File: src/rtl/intt2_gs_pipeline_top.sv
// intt2_gs_pipeline_top: 4-stage Gentleman-Sande inverse-NTT butterfly with Barrett reduction.
// Optional build macro INTT_HALF_SCALE_EN scales both outputs by 2^-1 mod Q in the last stage.
module intt2_gs_pipeline_top #(
    parameter int DW = 12,
    parameter int Q  = 3329,
    parameter int K  = 2 * DW,
    parameter int M  = (2 ** K) / Q
) (
    input  logic          clk,
    input  logic          reset,
    input  logic          en,
    input  logic [DW-1:0] xin,
    input  logic [DW-1:0] yin,
    input  logic [DW-1:0] wr,
    output logic [DW-1:0] xout,
    output logic [DW-1:0] yout,
    output logic          valid
);
    localparam int MW = $clog2(M + 1);
    localparam int PW = 2 * DW + MW;
    localparam logic [DW:0]     Q_W = (DW + 1)'(Q);
    localparam logic [DW-1:0]   Q_D = DW'(Q);
    localparam logic [PW-1:0]   M_P = PW'(M);
    localparam logic [2*DW-1:0] Q_P = (2 * DW)'(Q);

    logic            v1, v2, v3, v4;
    logic [DW-1:0]   s1, d1, w1, s2, s3, t3;
    logic [2*DW-1:0] p2, p3;

    logic [DW:0]     sum0;
    logic [DW-1:0]   sum_red, diff_red, t3_next;
    logic [2*DW-1:0] tq;
    logic [DW:0]     r4;
    logic [DW-1:0]   r4_red, x_fin, y_fin;

    // Barrett quotient estimate t3 never exceeds p2/Q, so DW bits hold it
    always_comb begin
        sum0     = {1'b0, xin} + {1'b0, yin};
        sum_red  = (sum0 >= Q_W) ? DW'(sum0 - Q_W) : sum0[DW-1:0];
        diff_red = (xin >= yin) ? (xin - yin) : (xin - yin + Q_D);
        t3_next  = DW'((PW'(p2) * M_P) >> K);
        tq       = (2 * DW)'(t3) * Q_P;
        r4       = (DW + 1)'(p3 - tq);
        r4_red   = (r4 >= Q_W) ? DW'(r4 - Q_W) : r4[DW-1:0];
    end

`ifdef INTT_HALF_SCALE_EN
    // Halving mod Q: odd values borrow one Q so the shift is exact
    function automatic logic [DW-1:0] half_mod(input logic [DW-1:0] v);
        logic [DW:0] t;
        t = v[0] ? ({1'b0, v} + Q_W) : {1'b0, v};
        return t[DW:1];
    endfunction

    assign x_fin = half_mod(s3);
    assign y_fin = half_mod(r4_red);
`else
    assign x_fin = s3;
    assign y_fin = r4_red;
`endif

    always_ff @(posedge clk) begin
        if (reset) begin
            v1   <= 1'b0;
            v2   <= 1'b0;
            v3   <= 1'b0;
            v4   <= 1'b0;
            s1   <= '0;
            d1   <= '0;
            w1   <= '0;
            p2   <= '0;
            s2   <= '0;
            t3   <= '0;
            p3   <= '0;
            s3   <= '0;
            xout <= '0;
            yout <= '0;
        end else begin
            v1   <= en;
            v2   <= v1;
            v3   <= v2;
            v4   <= v3;
            s1   <= sum_red;
            d1   <= diff_red;
            w1   <= wr;
            p2   <= (2 * DW)'(d1) * (2 * DW)'(w1);
            s2   <= s1;
            t3   <= t3_next;
            p3   <= p2;
            s3   <= s2;
            xout <= x_fin;
            yout <= y_fin;
        end
    end

    assign valid = v4;

endmodule

File: config.mk
export PLATFORM = sky130hd
export DESIGN_NAME = intt2_gs_pipeline_top
export DESIGN_NICKNAME = d
export VERILOG_FILES = /design/src/rtl/intt2_gs_pipeline_top.sv
export SDC_FILE = /design/constraint.sdc
export NUM_CORES = 1
export LEC_CHECK = 0
export ABC_AREA = 1
export BUFFER_PORTS_ARGS = -buffer_cell sky130_fd_sc_hd__clkbuf_2
export CAP_MARGIN = 10
export CELL_PAD_IN_SITES_DETAIL_PLACEMENT = 0
export CELL_PAD_IN_SITES_GLOBAL_PLACEMENT = 1
export CORE_MARGIN = 4
export CORE_UTILIZATION = 52
export CTS_CLUSTER_SIZE = 25
export DETAILED_ROUTE_END_ITERATION = 16
export PLACE_DENSITY = 0.93
export SYNTH_ARGS = -nofsm -noshare
export SYNTH_HDL_FRONTEND = slang
export SYNTH_SLANG_ARGS = --single-unit
File: constraint.sdc
create_clock -name clk -period 13.8 [get_ports clk]
set_input_delay 2.07 -clock clk [delete_from_list [all_inputs] [get_ports clk]]
set_output_delay 2.07 -clock clk [all_outputs]
set_load 0.01 [all_outputs]
==> impl_metrics.csv <==
group,metric,value,unit
run_status,status,"completed",
floorplan,core_area,33800,um^2
detailed_routing,ant_nets,0,
sta,hold_viol_final,0,
logic_synthesis,synth_top_area_cell,"fa_1",
critical_path,crit_chain,"nand2_1, fa_1, inv_1, fa_1, fa_1, fa_1, inv_1, fa_1, inv_1, ha_1, nand2_1, nor2_1, nand2_1, o211ai_1, nor2_1, o21ai_0, nand3_1, nand2_1, a21oi_1, o21a_1",
logic_synthesis,ys_types,46,
grt,grt_use_total,0.224,
sta,slew_headroom,0.598,
floorplan,chipWidth,194,um
detailed_routing,vias_per_cell,5.00,
logic_synthesis,synthFlopType,"dfxtp_1",
placement,hpwlAfterDp,32.8,mm
detailed_routing,wire_per_inst,14.1,um
flow_run,cap_violations,0,
clock_network,clkSlewWorstSetupHoldPaths,0.07,ns
logic_synthesis,syn_inst,2315,
critical_path,reg2reg_slack,8.45,ns
logic_synthesis,yosysSeqAreaShare,0.153,
logic_synthesis,avgSynthCellArea,7.73,um^2
logic_synthesis,synth_fp_nets,2834,
clock_network,htree_num_levels,4,
clock_network,cts_setup_buffers,0,
critical_path,cp_common_cell,"fa_1",
logic_synthesis,synth.cell_area,17900,um^2
critical_path,cpPeakStageDelay,0.62,ns
final_layout,final_common_cell,"inv_1",
final_layout,layout_common_cells,"581 x inv_1, 430 x nand2_1, 245 x ha_1",
grt,grt-ovfl-total,0,
logic_synthesis,synth_area_leaders,"fa_1 26%, ha_1 17%, dfxtp_1 15%",
final_layout,area_growth,7.02,%
critical_path,critical_path_class,"reg2reg",
logic_synthesis,synth_top_cell_area_share,0.263,
sta,clock_skew,0.0183,ns
min_path,hp-class,"reg2reg",
detailed_routing,vias,14000,
sta,final-setup-viol-count,0,
grt,grt_pass1_wl,70.4,mm
placement,placed_cells,2773,
logic_synthesis,synth_warnings,0,
critical_path,r2r_cells,20,
clock_network,hold_buffers,0,
sta,final_max_slew_viol_count,0,
sta,fin_setup_tns,0,ns
clock_network,root_buffer,"clkbuf_16",
clock_network,cts_tree,"built",
grt,grt_max_degree,58,
final_layout,drive_above_1_share,0.0598,
final_layout,diodes,0,
critical_path,cp-end-kind,"flop",
final_layout,final-seq-area,2740,um^2
final_layout,stdcell_count,2805,
detailed_routing,drtIter0Drc,686,
placement,place_congestion,0.905,
logic_synthesis,synth-edff-count,0,
detailed_routing,drc,0,
clock_network,clk_latency,0.44,ns
critical_path,r2r_end,"p2[21]$_SDFF_PP0_",
critical_path,cp_slowest_cell,"dfxtp_1",
sta,max_freq,187,MHz
clock_network,post_cts_resized,0,
critical_path,startpoint_type,"flop",
logic_synthesis,synth_async_sr_flop_share,0,
final_layout,nNetsFinal,2863,
floorplan,die_y,194,um
placement,io_buffers,63,
critical_path,required,14.12,ns
clock_network,cts-buffers-inserted,17,
sta,min_period_over_period,0.388,
grt,antenna_found_initial,0,
sta,rsz0062_at_grt,"no",
detailed_routing,routed_wl,39.7,mm
logic_synthesis,ys_seq_elements,137,
detailed_routing,dr.pass1.iters,5,
floorplan,rows,67,
floorplan,pin_count,64,
floorplan,floorplan.initialDensity,0.530,
critical_path,crit_start,"d1[10]$_SDFF_PP0_",
sta,max_slew.worst_pin.slew,0.603,ns
final_layout,multiInputGateArea,12700,um^2
clock_network,clock-sinks,137,
sta,finalCriticalPeriod,5.35,ns
final_layout,fillCellCount,3089,
grt,grt_pass1_vias,14700,
critical_path,crit_path_end,"p2[21]$_SDFF_PP0_",
critical_path,crit_fanout,12,
critical_path,critPathArrivalTime,5.67,ns
critical_path,r2r_start,"d1[10]$_SDFF_PP0_",
floorplan,die-area,37500,um^2
clock_network,clockBufferDepth,2,
==> through the flow <==
stage	utilization	hold WS [ns]	area, um^2	setup slack [ns]
floorplan	-	0.388	17900	8.96
global placement	0.549	0.389	18500	8.69
detailed placement	0.549	0.392	18500	8.56
CTS	0.567	0.400	19200	8.49
global route	0.567	0.414	19200	8.15
finish	0.567	0.399	19200	8.45
==> worst min-delay path by stage <==
stage / startpoint / end / cells after the start
CTS: s1[0]$_SDFF_PP0_ / s2[0]$_SDFF_PP0_ / 2
detailed placement: s1[8]$_SDFF_PP0_ / s2[8]$_SDFF_PP0_ / 2
finish: s1[0]$_SDFF_PP0_ / s2[0]$_SDFF_PP0_ / 2
floorplan: s1[0]$_SDFF_PP0_ / s2[0]$_SDFF_PP0_ / 2
global placement: v2$_SDFF_PP0_ / v3$_SDFF_PP0_ / 2
global route: s3[10]$_SDFF_PP0_ / xout[10]$_SDFF_PP0_ / 2
==> flip-flops by register name, summed over array words and instances (netlist names) <==
signal	flops
s3	12
p2	24
s2	12
s1	12
v3	1
t3	12
p3	13
v1	1
yout	12
d1	12
w1	12
valid	1
xout	12
v2	1
==> synth_stat cells, types with 2 or more instances <==
| cell type | instances |
|---|---|
| inv_1 | 581 |
| nand2_1 | 430 |
| buf_2 | 4 |
| dfxtp_1 | 137 |
| a31oi_1 | 3 |
| inv_2 | 10 |
| a221oi_1 | 3 |
| o21bai_1 | 11 |
| clkbuf_1 | 40 |
| nor3_1 | 19 |
| nor2_1 | 185 |
| xnor2_1 | 15 |
| nand4_1 | 31 |
| ha_1 | 245 |
| o21a_1 | 8 |
| and3_1 | 2 |
| o21ai_1 | 3 |
| a21oi_1 | 127 |
| nor2_4 | 3 |
| fa_1 | 235 |
| nand2_2 | 9 |
| nand3_1 | 81 |
| xor2_1 | 20 |
| nor3_2 | 2 |
| nand3_2 | 4 |
| xor2_2 | 3 |
| buf_4 | 8 |
| a211oi_1 | 4 |
| nor2_2 | 8 |
| a21o_1 | 2 |
| o21ai_0 | 60 |
| xnor2_2 | 2 |
| buf_6 | 2 |
| o211ai_1 | 2 |
| nor4_1 | 5 |
==> logic make-up (layout without fill, tap and decap cells) <==
group / count (synthesis) / count (layout) / share of synthesized area
AOI/OAI and AO/OA: 230 / 230 / 0.0704
xor gates and xnor gates: 40 / 40 / 0.0217
and+or+nand+nor: 782 / 782 / 0.182
buffers and inverters: 646 / 688 / 0.138
DFF: 137 / 137 / 0.153
adders and majority gates: 480 / 480 / 0.434
==> routing by layer <==
layer	wire length, um	track usage	part of all wire	up-vias
li1	-	-	-	7074
met1	18000	0.300	0.45	6627
met2	19400	0.391	0.49	301
met3	1600	0.0317	0.040	37
met4	601	0.0459	0.015	0
met5	0	0	0	-
==> critical path: cells and delay by family, from the launching register on <==
family,cells,cell delay [ns]
AND/OR/NAND/NOR,7,0.88
adder cells (fa/ha/maj),6,2.94
flip-flops,1,0.62
AO/OA/AOI/OAI,4,0.63
buffers and inverters,3,0.16
==> final cells by class <==
type,instances,area share
Multi-Input combinational cell,1532,0.662
Clock buffer,17,0.0222
Sequential cell,137,0.143
Tap cell,448,0.0293
Clock inverter,15,0.0103
Inverter,591,0.116
Timing Repair Buffer,65,0.0174
Power is not shown: default switching activity piles up to over one toggle a cycle in this logic, so the estimate is an artifact.
